**config.mk**
```make
export PLATFORM = sky130hd
export DESIGN_NAME = reg_seq_ctrl
export DESIGN_NICKNAME = d
export VERILOG_FILES = /design/src/rtl/reg_seq_ctrl.sv
export SDC_FILE = /design/constraint.sdc
export NUM_CORES = 1
export LEC_CHECK = 0
export CAP_MARGIN = 40
export CORE_MARGIN = 5
export CORE_UTILIZATION = 37
export CTS_BUF_LIST = sky130_fd_sc_hd__clkbuf_2 sky130_fd_sc_hd__clkbuf_4 sky130_fd_sc_hd__clkbuf_8
export CTS_CLUSTER_SIZE = 12
export DETAILED_ROUTE_END_ITERATION = 7
export GPL_ROUTABILITY_DRIVEN = 0
export PLACE_DENSITY = 0.68
export SETUP_SLACK_MARGIN = 0.5
export SYNTH_ARGS = -nofsm -noshare
export SYNTH_HDL_FRONTEND = slang
export SYNTH_SLANG_ARGS = --single-unit
```
**constraint.sdc**
```tcl
create_clock -name clk -period 2.7 [get_ports clk]
set_clock_uncertainty 0.2 [all_clocks]
set_input_delay 0.54 -clock clk [delete_from_list [all_inputs] [get_ports clk]]
set_output_delay 0.54 -clock clk [all_outputs]
set_load 0.005 [all_outputs]
```
**src/rtl/reg_seq_ctrl.sv**
```systemverilog
// reg_seq_ctrl: fetch/decode/execute sequencer for the 16-bit core; owns the PC,
// drives the memory read handshake and issues one register-file write per step.
module reg_seq_ctrl #(
    parameter int ADDR_W = 16,
    parameter logic [ADDR_W-1:0] RESET_PC = '0
) (
    input  logic              clk,
    input  logic              rst_n,
    input  logic              run,
    output logic              mem_req,
    output logic [ADDR_W-1:0] mem_addr,
    input  logic              mem_ack,
    input  logic [15:0]       mem_rdata,
    input  logic [15:0]       ir,
    input  logic [15:0]       alu_result,
    output logic [2:0]        alu_op,
    output logic              rf_we,
    output logic [2:0]        rf_waddr,
    output logic [15:0]       rf_wdata,
    output logic [ADDR_W-1:0] pc,
    output logic              halted,
    output logic              err
);
    typedef enum logic [2:0] {IDLE, FETCH, DECODE, EXEC, MEMRD, HALT} state_t;
    state_t state, state_n;
    logic [ADDR_W-1:0] pc_n;
    logic [2:0] waddr_q;
    logic [15:0] wdata_q;
    logic err_n;
    logic [3:0] opc;
    logic [2:0] rd;
    logic bad;
    assign opc = ir[15:12];
    assign rd = ir[11:9];
    assign bad = !(opc inside {4'h0, 4'h1, 4'h2, 4'h3, 4'h4, 4'hF})
               || ((opc inside {4'h1, 4'h2, 4'h3}) && rd == 3'd7);
    always_ff @(posedge clk or negedge rst_n) begin
        if (!rst_n) begin
            state <= IDLE;
            pc <= RESET_PC;
            err <= 1'b0;
            waddr_q <= '0;
            wdata_q <= '0;
        end else begin
            state <= state_n;
            pc <= pc_n;
            err <= err_n;
            if (rf_we) begin
                waddr_q <= rf_waddr;
                wdata_q <= rf_wdata;
            end
        end
    end
    // write address/data are muxed live on the strobe cycle and hold otherwise
    always_comb begin
        state_n = state;
        pc_n = pc;
        err_n = err;
        mem_req = 1'b0;
        mem_addr = '0;
        rf_we = 1'b0;
        rf_waddr = waddr_q;
        rf_wdata = wdata_q;
        alu_op = 3'd0;
        halted = 1'b0;
        case (state)
            IDLE: if (run) begin
                state_n = FETCH;
                pc_n = RESET_PC;
            end
            FETCH: begin
                mem_req = 1'b1;
                mem_addr = pc;
                if (mem_ack) begin
                    rf_we = 1'b1;
                    rf_waddr = 3'd7;
                    rf_wdata = mem_rdata;
                    pc_n = pc + 1'b1;
                    state_n = DECODE;
                end
            end
            DECODE: begin
                state_n = bad ? HALT : EXEC;
                err_n = err | bad;
            end
            EXEC: begin
                alu_op = ir[8:6];
                state_n = run ? FETCH : IDLE;
                case (opc)
                    4'h1: begin
                        rf_we = 1'b1;
                        rf_waddr = rd;
                        rf_wdata = {7'b0, ir[8:0]};
                    end
                    4'h2: state_n = MEMRD;
                    4'h3: begin
                        rf_we = 1'b1;
                        rf_waddr = rd;
                        rf_wdata = alu_result;
                    end
                    4'h4: pc_n = ADDR_W'(ir[11:0]);
                    4'hF: state_n = HALT;
                    default: ;
                endcase
            end
            MEMRD: begin
                mem_req = 1'b1;
                mem_addr = ADDR_W'(ir[8:0]);
                if (mem_ack) begin
                    rf_we = 1'b1;
                    rf_waddr = rd;
                    rf_wdata = mem_rdata;
                    state_n = run ? FETCH : IDLE;
                end
            end
            HALT: begin
                halted = 1'b1;
                if (!run) state_n = IDLE;
            end
            default: state_n = IDLE;
        endcase
    end
endmodule

```
==> Word level (Yosys, flattened, before mapping) <==
Index checks and enable logic that the tools add are counted.
{ "totals": {"register_bits": 39, "input_bits": 52, "out_inout_bits": 58} }
{ "classes": {"addsub": 1, "eq_ne": 16, "muxes": 26, "bitwise": 1, "reduce_logical": 12} }
{ "op_table": {"columns": ["op", "count"], "rows": [
  ["$pmux W16 S2", 3],
  ["$mux W16", 4],
  ["$pmux W16 S3", 1],
  ["$mux W3", 9],
  ["$pmux W3 S6", 1],
  ["$add A16 B1 Y16 const B", 1],
  ["$ne A2 B2 Y1 const B", 5],
  ["$eq A3 B3 Y1 const B", 3],
  ["$pmux W3 S3", 1],
  ["$eq A4 B2 Y1 const B", 2],
  ["$reduce_and A4 Y1", 2],
  ["$eq A3 B2 Y1 const B", 2],
  ["$pmux W3 S2", 1],
  ["$reduce_bool A3 Y1", 2],
  ["$reduce_bool A6 Y1", 1],
  ["$mux W1", 5],
  ["$eq A4 B1 Y1 const B", 1],
  ["$eq A4 B3 Y1 const B", 1],
  ["$eq A4 B4 Y1 const B", 1],
  ["$logic_not A4 Y1", 1],
  ["$reduce_or A2 Y1", 2],
  ["$eq A3 B1 Y1 const B", 1],
  ["$logic_not A3 Y1", 1],
  ["$pmux W1 S2", 1],
  ["other kinds (4)", 4]
]} }

==> Longest topological paths before layout <==
Gate-level depths: netlist of the first run.
{ "logic_depth": {"word_depth": 6, "mapped_depth": 7} }

==> Least setup slack after synthesis of the first run <==
Ideal clock, no wire load.
{ "synth_timing": {"path_type": "input -> output", "from": "input ir[13]", "to": "output rf_wdata[8]", "arrival_time_ns": 1.596, "t_required_ns": 1.960, "slack_ns": 0.364, "stages": 5, "n_path_buf": 2, "cell_sequence": "buf_2 > clkbuf_1 > mux2i_1 > nor2_1 > a221o_1"} }
{ "synth_via": {"elab_chain_cells": 3, "elab_cells_between_ends": 4} }
{ "synth_rtl": {"columns": ["element", "line", "text"], "rows": [
  ["from (decl)", "14", "input logic [15:0] ir,"],
  ["$eq A4 B2 Y1 / $eq A4 B1 Y1 (equally long branches)", "89", "case (opc)"],
  ["$pmux W16 S2 (*)", "89", null],
  ["$pmux W16 S2 (*)", "66", "case (state)"],
  ["to (decl)", "19", "output logic [15:0] rf_wdata,"]
]} }
Every way passes the cells marked *; elsewhere a longest branch is shown, timed or not.

==> Worst setup path in the final report of the first run <==
{ "layout_timing": {"from": "register state[2]", "to": "output rf_wdata[8]"} }
{ "layout_via": {"elab_chain_cells": 3, "elab_cells_between_ends": 5} }
{ "layout_rtl": {"columns": ["element", "line", "text"], "rows": [
  ["from (decl)", "25", "state_t state, state_n;"],
  ["from (signal assigned)", "45", "state <= state_n;"],
  ["$eq A3 B3 Y1 / $eq A3 B1 Y1 (equally long branches)", "66", null],
  ["$reduce_or A2 Y1 (no source line)", null, null],
  ["$pmux W16 S2 (*)", "66", null]
]} }
Marks and branches as above.

==> reports/qor.txt, run 1 <==
status -> complete, but fails checks
failing checks -> negative setup slack
Setup crit start kind -> flip-flop
DRT iter0 DRCs -> 327
Core Rows -> 30
synth top area cells -> dfrtp_1, a221o_1, nor2_1
Final Max Slew Viols -> 0
Register Area -> 980 sq um
layout cell share with drive strength beyond 1 -> 45.5%
Final nets -> 549
largest net degree at the start of global routing -> 36
CTS buffer count -> 5
Sink Count -> 39
Area Overhead vs Synth -> 95.8%
die height -> 94.5 microns
drt total wl -> 12100 microns
die area -> 8930 sq um
FILL cells -> 456
leading area contributor after synthesis -> dfrtp_1
fraction of registers with async set/reset -> 100%
number of synthesized register bits -> 39
setup_tns -> -0.00592 ns
most instantiated cells after synthesis -> dfrtp_1, nor2_1, nand2_1, a221o_1, and2_1
drt first pass iters -> 5
Final ANT Viol Nets -> 0
Cell Pwr Density -> 1100 nW/um^2
Detail Placement HPWL -> 7260 microns
TritonCTS clock tree -> built
Pleak -> 2.28 nW
area of the multi-input gates -> 1880 sq um
Longest Clk Path Bufs -> 2
peak supply drop -> 0.000510 V
Max-cap violations -> 0
vias in the first global route -> 3278
Simple-Gate Fraction of Synth Area -> 21.3%
final worst-path cycle share -> 100%
post-synthesis share of cell area spent on xor and xnor gates -> 0.331%
Post-Synth Adder-Cell Area -> 0.473%
final setup margin -> -0.00592 ns
ys flop type -> dfrtp_1
Worst Tran Pin Value -> 0.487 ns
Synth top area share -> 36.9%
initial antenna violation count -> 0
Die X -> 94.5 microns
Power Total -> 0.00569 W
post-synthesis sequential area ratio -> 36.9%
Synth Area per Inst -> 8.78 sq um
fmax -> 0.370 GHz
I/O Pins -> 110
# DRC -> 0
GRT Overall Usage -> 25.5%
Critical Path Sink Type -> output port
Syn Inst Count -> 301
first-pass GRT wire length -> 17600 microns
Setup-failing EPs final -> 1
CP required -> 1.96 ns
RSZ-0062 raised after global routing -> true
Worst EP arrival -> 1.97 ns
multiplexer share of the synthesized area -> 3.79%
worst-skew pair later-pin latency -> 0.30 ns
via/cell ratio -> 5.87
Hold Vio Cnt, Final -> 0
clk slew on worst S/H paths -> 0.09 ns
crit path time final -> 2.71 ns
Distinct cells, synth -> 51
most frequent cell after synthesis -> dfrtp_1
total core area -> 6870 sq um
total gr overflow -> 0
EDFF count, synth -> 0
Final Util -> 75.3%
CP Class -> flip-flop to output port
Crit Path Max Fanout -> 4
Port-buffer cells -> 109
Initial Utilization -> 38.5%
worst relative slew slack -> 67.3%
Avg WL per Cell -> 20.4 microns
Diodes inserted -> 0
Yosys warnings -> 0
Syn Nets -> 354
Hold Crit Class -> flip-flop to flip-flop
Synth Area in Compound Gates -> 31.4%
H-tree depth -> 2
root buffer cell -> clkbuf_8
total number of vias -> 3479
cell area after synthesis -> 2640 sq um
main combinational cell family by area after synthesis -> compound AO/OA/AOI/OAI gates
-- where the power goes --
part | switching, W | total (W) | internal, W | leakage [nW]
combinational | 0.00177 | 0.00409 | 0.00232 | 1.74
clock | 0.000225 | 0.000469 | 0.000244 | 0.0549
sequential | 0.000311 | 0.00113 | 0.000823 | 0.486
total | 0.00230 | 0.00569 | 0.00339 | 2.28
-- repair_timing --
item | CTS | global route
hold buffers | 1 | 0
endpoints found under the hold margin | 4 | 0
buffers inserted | 28 | 19
gates resized for setup | 261 | 35
setup endpoints to repair | 57 | 57
pin swaps | 32 | 27
cloned | 6 | 0
-- worst max-delay path, cell delays in order (launching register included) --
cell     delay, ns
dfrtp_2       0.47
and3b_2       0.34
a32oi_4       0.11
buf_6         0.18
buf_16        0.13
a221o_1       0.30
buf_2         0.13
-- metrics by stage --
| step | setup WS [ns] | area [sq um] | std cells | hold slack, ns |
|---|---|---|---|---|
| global placement | -0.436 | 4180 | 530 | 0.256 |
| finish | -0.00592 | 5170 | 593 | 0.287 |
| global route | -0.0334 | 5170 | 593 | 0.313 |
| floorplan | 0.511 | 2720 | 301 | 0.0444 |
| detailed placement | -0.474 | 4200 | 531 | 0.169 |
| CTS | 0.0107 | 4900 | 574 | 0.287 |
-- routing by layer --
layer  global-route usage, %  wire length, microns  vias to the layer above
li1                        -                     -                     1549
met1                    33.4                  4810                     1712
met2                    43.1                  5950                      186
met3                    3.27                   871                       32
met4                    9.25                   447                        0
met5                       0                     0                        -
-- layout make-up --
type                    instances  share of cell area (%)
repair buffers                213                    39.7
clock buffers                   8                    2.01
inverters                       7                   0.629
flip-flops and latches         39                    18.9
well taps                      96                    2.32
multi-input cells             230                    36.4
-- layout by cell type (no fill, tap or decap), drive strengths merged, types with 7 or more instances in the layout --
cell type	count
clkdlybuf4s50	62
o2bb2ai	7
clkbuf	13
a22oi	11
and2	16
a21oi	10
nand2	32
a221o	18
a31oi	7
a32oi	10
dfrtp	39
mux2i	10
buf	143
o21ai	13
nor2	34
-- state kept, by name, summed over array words and instances, names as in the netlist --
name and cells:
err 1, pc 16, state 3, waddr_q 3, wdata_q 16
-- final timing paths --
| path | slack [ns] | depth (start not counted) | endpoint | start |
|---|---|---|---|---|
| max | -0.006 | 6 | rf_wdata[8] | state[2] |
| min | 0.29 | 1 | err | err |
| max reg2reg | 0.43 | 9 | wdata_q[2] | state[2] |
| min reg2reg | 0.29 | 1 | err | err |
| max in group asynchronous | 1.48 | 3 | state[0] | rst_n |
| min in group asynchronous | 0.39 | 2 | pc[4] | rst_n |
-- kinds of logic after synthesis --
| group | after synthesis |
|---|---|
| simple gates | 114 |
| mux | 10 |
| compound gates | 104 |
| xor+xnor | 1 |
| fa+ha+maj | 1 |
| flops | 39 |
| buf+inv | 32 |
Power figures use the tool's default switching activity.
==> run 2, diff against run 1 <==
--- a/config.mk
+++ b/config.mk
@@ -14,6 +14,7 @@
 export GPL_ROUTABILITY_DRIVEN = 0
 export PLACE_DENSITY = 0.68
 export SETUP_SLACK_MARGIN = 0.5
+export SLEW_MARGIN = 20
 export SYNTH_ARGS = -nofsm -noshare
 export SYNTH_HDL_FRONTEND = slang
 export SYNTH_SLANG_ARGS = --single-unit
==> run 2 against run 1 <==
The run still ends with negative setup slack left. Register-to-register slack got worse by 0.09 ns. Routed wire length is 9.8% higher. Maximum frequency down 0.95%. Critical path type unchanged.
==> reports/qor.txt, run 2 (synthesis results as in run 1) <==
CP required -> 1.96 ns (about the same)
die area -> 8930 sq um (unchanged)
Setup-failing EPs final -> 7 (was 1)
largest net degree at the start of global routing -> 22 (was 36)
Cell Pwr Density -> 1160 nW/um^2 (was 1100 nW/um^2)
Critical Path Sink Type -> output port (unchanged)
Worst EP arrival -> 1.99 ns (was 1.97 ns)
Longest Clk Path Bufs -> 2 (unchanged)
Final ANT Viol Nets -> 0 (unchanged)
die height -> 94.5 microns (unchanged)
fmax -> 0.366 GHz (was 0.370 GHz)
final worst-path cycle share -> 101% (was 100%)
CTS buffer count -> 5 (unchanged)
first-pass GRT wire length -> 18800 microns (was 17600 microns)
status -> complete, but fails checks (unchanged)
drt first pass iters -> 5 (unchanged)
DRT iter0 DRCs -> 325 (was 327)
# placed instances -> 531 (unchanged)
crit path time final -> 2.73 ns (was 2.71 ns)
most common cell after layout, fill and taps aside -> clkdlybuf4s50_1
peak supply drop -> 0.000533 V (was 0.000510 V)
Buffers & Inverters on Critical Path -> 4 (was 3)
commonest non-fill, non-tap cells in the layout -> clkdlybuf4s50_1, buf_6, buf_4 (was clkdlybuf4s50_1, buf_4, dfrtp_1)
P_int -> 0.00370 W (was 0.00339 W)
TritonCTS clock tree -> built (unchanged)
Sequential Power Share -> 18.4% (was 19.9%)
Crit Path Max Fanout -> 7 (was 4)
Psw -> 0.00257 W (was 0.00230 W)
Final Util -> 79.0% (was 75.3%)
biggest regs -> pc: 16 flops, wdata_q: 16 flops (unchanged)
failing checks -> negative setup slack (unchanged)
setup_tns -> -0.0947 ns (was -0.00592 ns)
crit path cell chain -> buf_6, xor2_4, a32oi_4, buf_6, buf_16, a221o_1, buf_2 (was and3b_2, a32oi_4, buf_6, buf_16, a221o_1, buf_2)
worst relative slew slack -> 57.3% (was 67.3%)
total gr overflow -> 0 (unchanged)
Sink Count -> 39 (unchanged)
Avg WL per Cell -> 22.0 microns (was 20.4 microns)
worst-skew pair later-pin latency -> 0.31 ns (was 0.30 ns)
Pleak -> 2.38 nW (was 2.28 nW)
switching share of power -> 41.0% (was 40.4%)
Final Max Slew Viols -> 0 (unchanged)
via/cell ratio -> 6.03 (was 5.87)
total number of vias -> 3635 (was 3479)
I/O Pins -> 110 (unchanged)
total core area -> 6870 sq um (unchanged)
slowest CP cell -> dfrtp_1 (was dfrtp_2)
final setup margin -> -0.0319 ns (was -0.00592 ns)
H-tree depth -> 2 (unchanged)
Crit path largest cell delay -> 0.42 ns (was 0.47 ns)
clock group share of total power -> 7.6% (was 8.2%)
Initial Utilization -> 38.5% (unchanged)
RSZ-0062 raised after global routing -> true (unchanged)
Port-buffer cells -> 109 (unchanged)
Hold Vio Cnt, Final -> 0 (unchanged)
vias in the first global route -> 3442 (was 3278)
Final nets -> 559 (was 549)
Top delay family on crit path -> buffers and inverters (was flip-flops)
CP Class -> flip-flop to output port (unchanged)
Finished Layout Cells -> 603 (was 593)
# DRC -> 0 (unchanged)
Area Overhead vs Synth -> 105% (was 95.8%)
final instance area -> 5430 sq um (was 5170 sq um)
Die X -> 94.5 microns (unchanged)
Comb pwr share -> 74.0% (was 71.8%)
clk slew on worst S/H paths -> 0.09 ns (about the same)
Worst Tran Pin Value -> 0.636 ns (was 0.487 ns)
root buffer cell -> clkbuf_8 (unchanged)
Min Hold Slack -> 0.0123 ns (was 0.287 ns)
Post-Place Cell Area -> 4210 sq um (was 4200 sq um)
initial antenna violation count -> 0 (unchanged)
GRT Overall Usage -> 27.1% (was 25.5%)
Detail Placement HPWL -> 7290 microns (was 7260 microns)
Setup crit start kind -> flip-flop (unchanged)
Diodes inserted -> 0 (unchanged)
Hold Crit Class -> primary input to async pin (was flip-flop to flip-flop)
CP dominant cell by count -> buf_6
layout cell share with drive strength beyond 1 -> 49.3% (was 45.5%)
drt total wl -> 13300 microns (was 12100 microns)
Max-cap violations -> 0 (unchanged)
Core Rows -> 30 (unchanged)
==> run 2: cell count changes in the layout (fill, tap and decap cells not counted), sizes merged <==
cell | previous run | this run
clkdlybuf4s15 | 0 | 2
buf | 143 | 155
dlygate4sd3 | 1 | 0
clkdlybuf4s50 | 62 | 57
clkbuf | 13 | 10
dlygate4sd2 | 2 | 7
==> run 2: worst paths after layout <==
check,from,endpoint,slack [ns],cells after the start
max,state[0],rf_wdata[4],-0.03,7
min,rst_n,wdata_q[4],0.01,1
max reg2reg,state[0],pc[10],0.34,10
min reg2reg,err,err,0.28,1
max in group asynchronous,rst_n,state[2],1.77,2
min in group clk,err,err,0.28,1
==> run 2: layout make-up <==
cell class	count	area, sq um
Fill cell	394	1440
Timing Repair Buffer	223	2210
Sequential cell	39	981
Clock buffer	8	104
Multi-Input combinational cell	230	1980
Tap cell	96	120
Inverter	7	32.5
==> run 2: metal layers <==
metal	part of all wire (%)	wire length, microns	global-route usage (%)
met1	39	5220	35.5
met2	49	6460	44.3
met3	7.7	1020	4.62
met4	4.3	565	11.4
met5	0	0	0
==> run 2: what timing repair did <==
action	in CTS	in global routing
hold buffers	0	0
gates cloned	8	1
setup endpoints to repair	57	61
resized for setup	262	79
buffers inserted	43	12
pin swaps	43	35
==> run 2: worst register-to-register path, stage by stage (launching register included) <==
cell and delay, ns:
dfrtp_1 0.42, buf_6 0.13, buf_6 0.11, buf_6 0.13, buf_6 0.11, buf_8 0.12
mux2i_4 0.19, o32a_4 0.40, buf_6 0.15, a21o_1 0.14, a22o_1 0.17
==> run 2: per-stage QoR <==
stage	total power (W)	setup WS [ns]
after global routing	0.00657	-0.0869
after detailed placement	0.00392	-0.459
after floorplan	0.00247	0.511
after CTS	0.00541	0.0137
after global placement	0.00387	-0.436
final	0.00627	-0.0319
==> run 2: power by group through the flow <==
stage	clock [W]	combinational, W	sequential, W
final	0.000476	0.00464	0.00116
after global routing	0.000503	0.00488	0.00118
after CTS	0.000469	0.00383	0.00110
after detailed placement	0	0.00284	0.00108
after global placement	0	0.00279	0.00108
after floorplan	0	0.00147	0.000999
==> run 3, diff against run 2 <==
--- a/config.mk
+++ b/config.mk
@@ -6,6 +6,7 @@
 export NUM_CORES = 1
 export LEC_CHECK = 0
 export CAP_MARGIN = 40
+export CORE_ASPECT_RATIO = 1.5
 export CORE_MARGIN = 5
 export CORE_UTILIZATION = 37
 export CTS_BUF_LIST = sky130_fd_sc_hd__clkbuf_2 sky130_fd_sc_hd__clkbuf_4 sky130_fd_sc_hd__clkbuf_8
@@ -14,7 +15,7 @@
 export GPL_ROUTABILITY_DRIVEN = 0
 export PLACE_DENSITY = 0.68
 export SETUP_SLACK_MARGIN = 0.5
-export SLEW_MARGIN = 20
+export SLEW_MARGIN = 5
 export SYNTH_ARGS = -nofsm -noshare
 export SYNTH_HDL_FRONTEND = slang
 export SYNTH_SLANG_ARGS = --single-unit
==> run 3 against run 2 <==
The flow still finishes with violations (negative setup slack). Largest power group unchanged. Register-to-register slack better by 0.14 ns. Critical path type unchanged. Worst hold slack better by 0.31 ns. Global-route usage down 1.9 points. Power down 0.26%. Count of clock-buffer cells in the layout down 2. Critical path depth up 1. Critical endpoint is now rf_wdata[11]. Design area up 1.9%. Non-clock buffer count up 27. Die area up 0.39%.
==> reports/qor.txt, run 3 (synthesis results as in run 1) <==
status -> complete, but fails checks (unchanged)
failing checks -> negative setup slack (unchanged)
worst-skew pair later-pin latency -> 0.30 ns (was 0.31 ns)
GRT Overall Usage -> 25.2% (was 27.1%)
CP Class -> flip-flop to output port (unchanged)
largest net degree at the start of global routing -> 25 (was 22)
drt first pass iters -> 4 (was 5)
H-tree depth -> 2 (unchanged)
final worst-path cycle share -> 104% (was 101%)
hold_sp -> pc[15]
Pleak -> 2.49 nW (was 2.38 nW)
clk slew on worst S/H paths -> 0.08 ns (was 0.09 ns)
Setup-failing EPs final -> 17 (was 7)
crit path time final -> 2.81 ns (was 2.73 ns)
Cell Pwr Density -> 1130 nW/um^2 (was 1160 nW/um^2)
I/O Pins -> 110 (unchanged)
Power Total -> 0.00626 W (was 0.00627 W)
Detail Placement HPWL -> 7000 microns (was 7290 microns)
Final Max Slew Viols -> 0 (unchanged)
fmax -> 0.356 GHz (was 0.366 GHz)
total gr overflow -> 0 (unchanged)
Longest Clk Path Bufs -> 2 (unchanged)
peak supply drop -> 0.000568 V (was 0.000533 V)
Avg WL per Cell -> 23.1 microns (was 22.0 microns)
CP required -> 1.96 ns (about the same)
RR Startpoint -> state[2] (was state[0])
Final nets -> 587 (was 559)
# DRC -> 0 (unchanged)
Initial Utilization -> 38.3% (was 38.5%)
worst hold path endpoint -> pc[15]
commonest non-fill, non-tap cells in the layout -> buf_4, clkdlybuf4s50_1, buf_6 (was clkdlybuf4s50_1, buf_6, buf_4)
Core Rows -> 37 (was 30)
RSZ-0062 raised after global routing -> true (unchanged)
Area Overhead vs Synth -> 109% (was 105%)
reg2reg setup slack -> 0.48 ns (was 0.34 ns)
Hold Crit Class -> flip-flop to flip-flop (was primary input to async pin)
die area -> 8970 sq um (was 8930 sq um)
biggest regs -> pc: 16 flops, wdata_q: 16 flops (unchanged)
Critical Path Sink Type -> output port (unchanged)
drt total wl -> 14100 microns (was 13300 microns)
initial antenna violation count -> 0 (unchanged)
die height -> 114 microns (was 94.5 microns)
total core area -> 6900 sq um (was 6870 sq um)
DRT iter0 DRCs -> 256 (was 325)
worst relative slew slack -> 60.3% (was 57.3%)
setup_tns -> -1.16 ns (was -0.0947 ns)
pre-CTS setup slack -> -0.515 ns (was -0.459 ns)
Worst Tran Pin Value -> 0.591 ns (was 0.636 ns)
CTS buffer count -> 5 (unchanged)
root buffer cell -> clkbuf_8 (unchanged)
Min Hold Slack -> 0.321 ns (was 0.0123 ns)
Crit Path Max Fanout -> 5 (was 7)
layout cell share with drive strength beyond 1 -> 50.6% (was 49.3%)
worst r2r dst -> wdata_q[1] (was pc[10])
first-pass GRT wire length -> 17900 microns (was 18800 microns)
Worst EP arrival -> 2.07 ns (was 1.99 ns)
Max-cap violations -> 0 (unchanged)
most common cell after layout, fill and taps aside -> buf_4 (was clkdlybuf4s50_1)
hold depth -> 1
Sink Count -> 39 (unchanged)
total number of vias -> 3740 (was 3635)
TritonCTS clock tree -> built (unchanged)
Port-buffer cells -> 109 (unchanged)
via/cell ratio -> 6.11 (was 6.03)
vias in the first global route -> 3491 (was 3442)
Die X -> 79 microns (was 94.5 microns)
Final ANT Viol Nets -> 0 (unchanged)
Setup crit start kind -> flip-flop (unchanged)
FF-to-FF path depth -> 8 (was 10)
final setup margin -> -0.111 ns (was -0.0319 ns)
Hold Vio Cnt, Final -> 0 (unchanged)
Diodes inserted -> 0 (unchanged)
run 3: layer usage:
layer	track usage (%)	wire length [microns]	up-vias
met4	9.75	850	0
met2	46.8	7420	230
met5	0	0	-
met1	28.5	5020	1808
met3	3.71	820	72
li1	-	-	1630
run 3: timing repair:
item / CTS / global route
cloned: 5 / 2
hold buffers: 1 / 0
gates resized for setup: 216 / 99
endpoints found under the setup margin: 57 / 53
hold endpoints to repair: 15 / 0
pin swaps: 30 / 38
setup buffers: 57 / 29
run 3: cell type report:
cell class	count	area (sq um)
sequential	39	983
clock buffer	6	82.6
timing repair buffer	250	2410
clock inverter	1	5.00
tap	78	97.6
multi-input combinational	231	1920
inverter	7	32.5
fill	389	1370
run 3: worst max path at each step:
stage                     slack [ns]  depth (start not counted)            to     start
final                          -0.11                          8  rf_wdata[11]  state[2]
after global routing           -0.17                          9  rf_wdata[11]  state[0]
after CTS                       0.03                          8  rf_wdata[14]  state[2]
after detailed placement       -0.52                          6   rf_wdata[3]    ir[12]
after global placement         -0.46                          6   rf_wdata[0]    ir[12]
after floorplan                 0.51                          7   rf_waddr[0]  state[1]
run 3: worst max-delay path, stage by stage (launching register included):
cell and delay, ns:
dfrtp_2 0.47, and3b_2 0.35, a32oi_4 0.10, buf_6 0.15
buf_6 0.11, buf_16 0.13, a32oi_2 0.20, nand2_1 0.11
buf_2 0.14
run 3: power by group:
group          internal [W]  leakage, nW  total [W]  switching [W]
sequential         0.000828        0.481    0.00117       0.000338
combinational       0.00266         1.96    0.00466        0.00200
clock              0.000201       0.0470   0.000430       0.000229
total               0.00369         2.49    0.00626        0.00257
run 3: metrics by stage:
step                utilization, %  area, sq um  instances
finish                        80.2         5530        612
global route                  80.2         5530        612
CTS                           73.1         5040        581
detailed placement            60.3         4160        511
global placement              60.0         4140        510
floorplan                        -         2720        301
==> edit (settings of run 3) <==
Make the reset (`rst_n`) synchronous in one clocked block.
--- a/src/rtl/reg_seq_ctrl.sv
+++ b/src/rtl/reg_seq_ctrl.sv
@@ -35,5 +35,5 @@
     assign bad = !(opc inside {4'h0, 4'h1, 4'h2, 4'h3, 4'h4, 4'hF})
                || ((opc inside {4'h1, 4'h2, 4'h3}) && rd == 3'd7);
-    always_ff @(posedge clk or negedge rst_n) begin
+    always_ff @(posedge clk) begin
         if (!rst_n) begin
             state <= IDLE;
Behaviour: differs if rst_n is asserted again (counterexample within 4 cycles, from zero or initial values and one cycle with rst_n low); with rst_n held inactive, the same outputs for 10 cycles.
==> edit against run 3 <==
Die area increased by 11%; wire length increased by 9.2%; setup slack improved by 0.13 ns; synthesized area increased by 13%; sequential cell count unchanged; design area increased by 6.8%; critical path depth decreased by 2; highest routed layer unchanged.
Power is left out: it rests on default switching activity, and per cell area and clock period it moved more than threefold.
==> edit: results (changes against run 3) <==
Critical path
  • Slowest cell on the critical path: or3b_4
  • Critical Path Source: ir[14]
  • Reg-to-Reg End: pc[5]
  • R2r setup slk: 0.25 ns (-0.23 ns)
  • Worst r2r path cells: 13 (+5)
  • Max stage delay on crit path: 0.44 ns (-0.03 ns)
  • Worst Path Arrival: 1.94 ns (-0.13 ns)
  • Worst setup endpoint: rf_wdata[13]
  • Worst R2R Start: state[1]

Drt
  • DR vias/cell: 6.06 (-0.89%)
  • DR pass1 iterations: 6 (+2)
  • Wire per inst: 21.4 um (-7.0%)
  • DR iter-0 viols: 320 (+25%)
  • Met3 WL post-DR: 1.17 mm (+43%)
  • Met2 wire len: 8.14 mm (+9.7%)

Yosys
  • Area contributors post-synth: dfxtp_1, a21oi_1, nor3_1
  • Sequential share of the synthesized area: 0.263 (-0.107)
  • Async set-reset flop share out of synthesis: 0 (-1.00)
  • Synth top cells by count: dfxtp_1, nand2_1, a21oi_1
  • Post-Syn Nets: 451 (+27%)

Global route
  • Number of global-route vias before repair: 4,303 (+23%)
  • Overall routing resource usage: 0.263 (+0.0105)
  • First-pass GRT wire length: 21.4 mm (+20%)
  • Met2 Resource Use GR: 0.497 (+0.0295)
  • GR Util met3: 0.0433 (+0.00614)

Finish
  • Layout cells sized above 1: 0.476 (-0.0300)

Place
  • Dpl hpwl: 8.47 mm (+21%)

Clock network
  • Cts repair resizes: 271 (+25%)
  • Post CTS Setup Buffer Count: 40 (-30%)

Status
  • Status: finished clean
edit: cell types whose count changed after synthesis, moves of 9 or more:
cell,delta
a21oi_1,+21
nor3_1,+24
o21ai_0,+15
nand3b_1,+9
dfxtp_1,+39
inv_1,+9
a32oi_1,-9
a221o_1,-11
nor2_1,-13
dfrtp_1,-39
edit: kinds of logic after synthesis:
group,synth area share
mux,0.0476
compound gates,0.303
simple gates,0.304
xor+xnor,0.00295
buf+inv,0.0753
fa+ha+maj,0.00421
flops,0.263
edit: worst min-delay path, stage by stage (launching register included):
cell and delay, ns:
dfxtp_1 0.32, nand2_1 0.05, o22ai_1 0.05
edit: worst min path at each step:
stage / endpoint / startpoint / cells past startpoint / slack, ns
2_1_floorplan: wdata_q[0] / wdata_q[0] / 2 / 0.24
3_3_place_gp: wdata_q[6] / wdata_q[6] / 2 / 0.24
3_5_place_dp: wdata_q[3] / wdata_q[3] / 2 / 0.25
4_1_cts: wdata_q[8] / wdata_q[8] / 2 / 0.26
5_1_grt: wdata_q[5] / wdata_q[5] / 2 / 0.29
6_report: wdata_q[3] / wdata_q[3] / 2 / 0.26
edit: layout make-up:
cell class | count | area (sq um) | share of cell area
tap | 105 | 131 | 0.0222
timing repair buffer | 244 | 2340 | 0.397
inverter | 16 | 60.1 | 0.0102
sequential | 39 | 796 | 0.135
clock buffer | 6 | 82.6 | 0.0140
multi-input combinational | 307 | 2460 | 0.416
clock inverter | 2 | 35.0 | 0.00593
edit: through the flow:
step	cells	area [sq um]	utilization	TNS [ns]	worst slack, ns
after floorplan	398	3110	-	0	0.320
after global placement	641	4680	0.592	-11.25	-0.617
after detailed placement	641	4680	0.592	-12.36	-0.651
after CTS	695	5420	0.685	0	0.00862
after global routing	719	5910	0.747	-0.0398	-0.0302
final	719	5910	0.747	0	0.0203
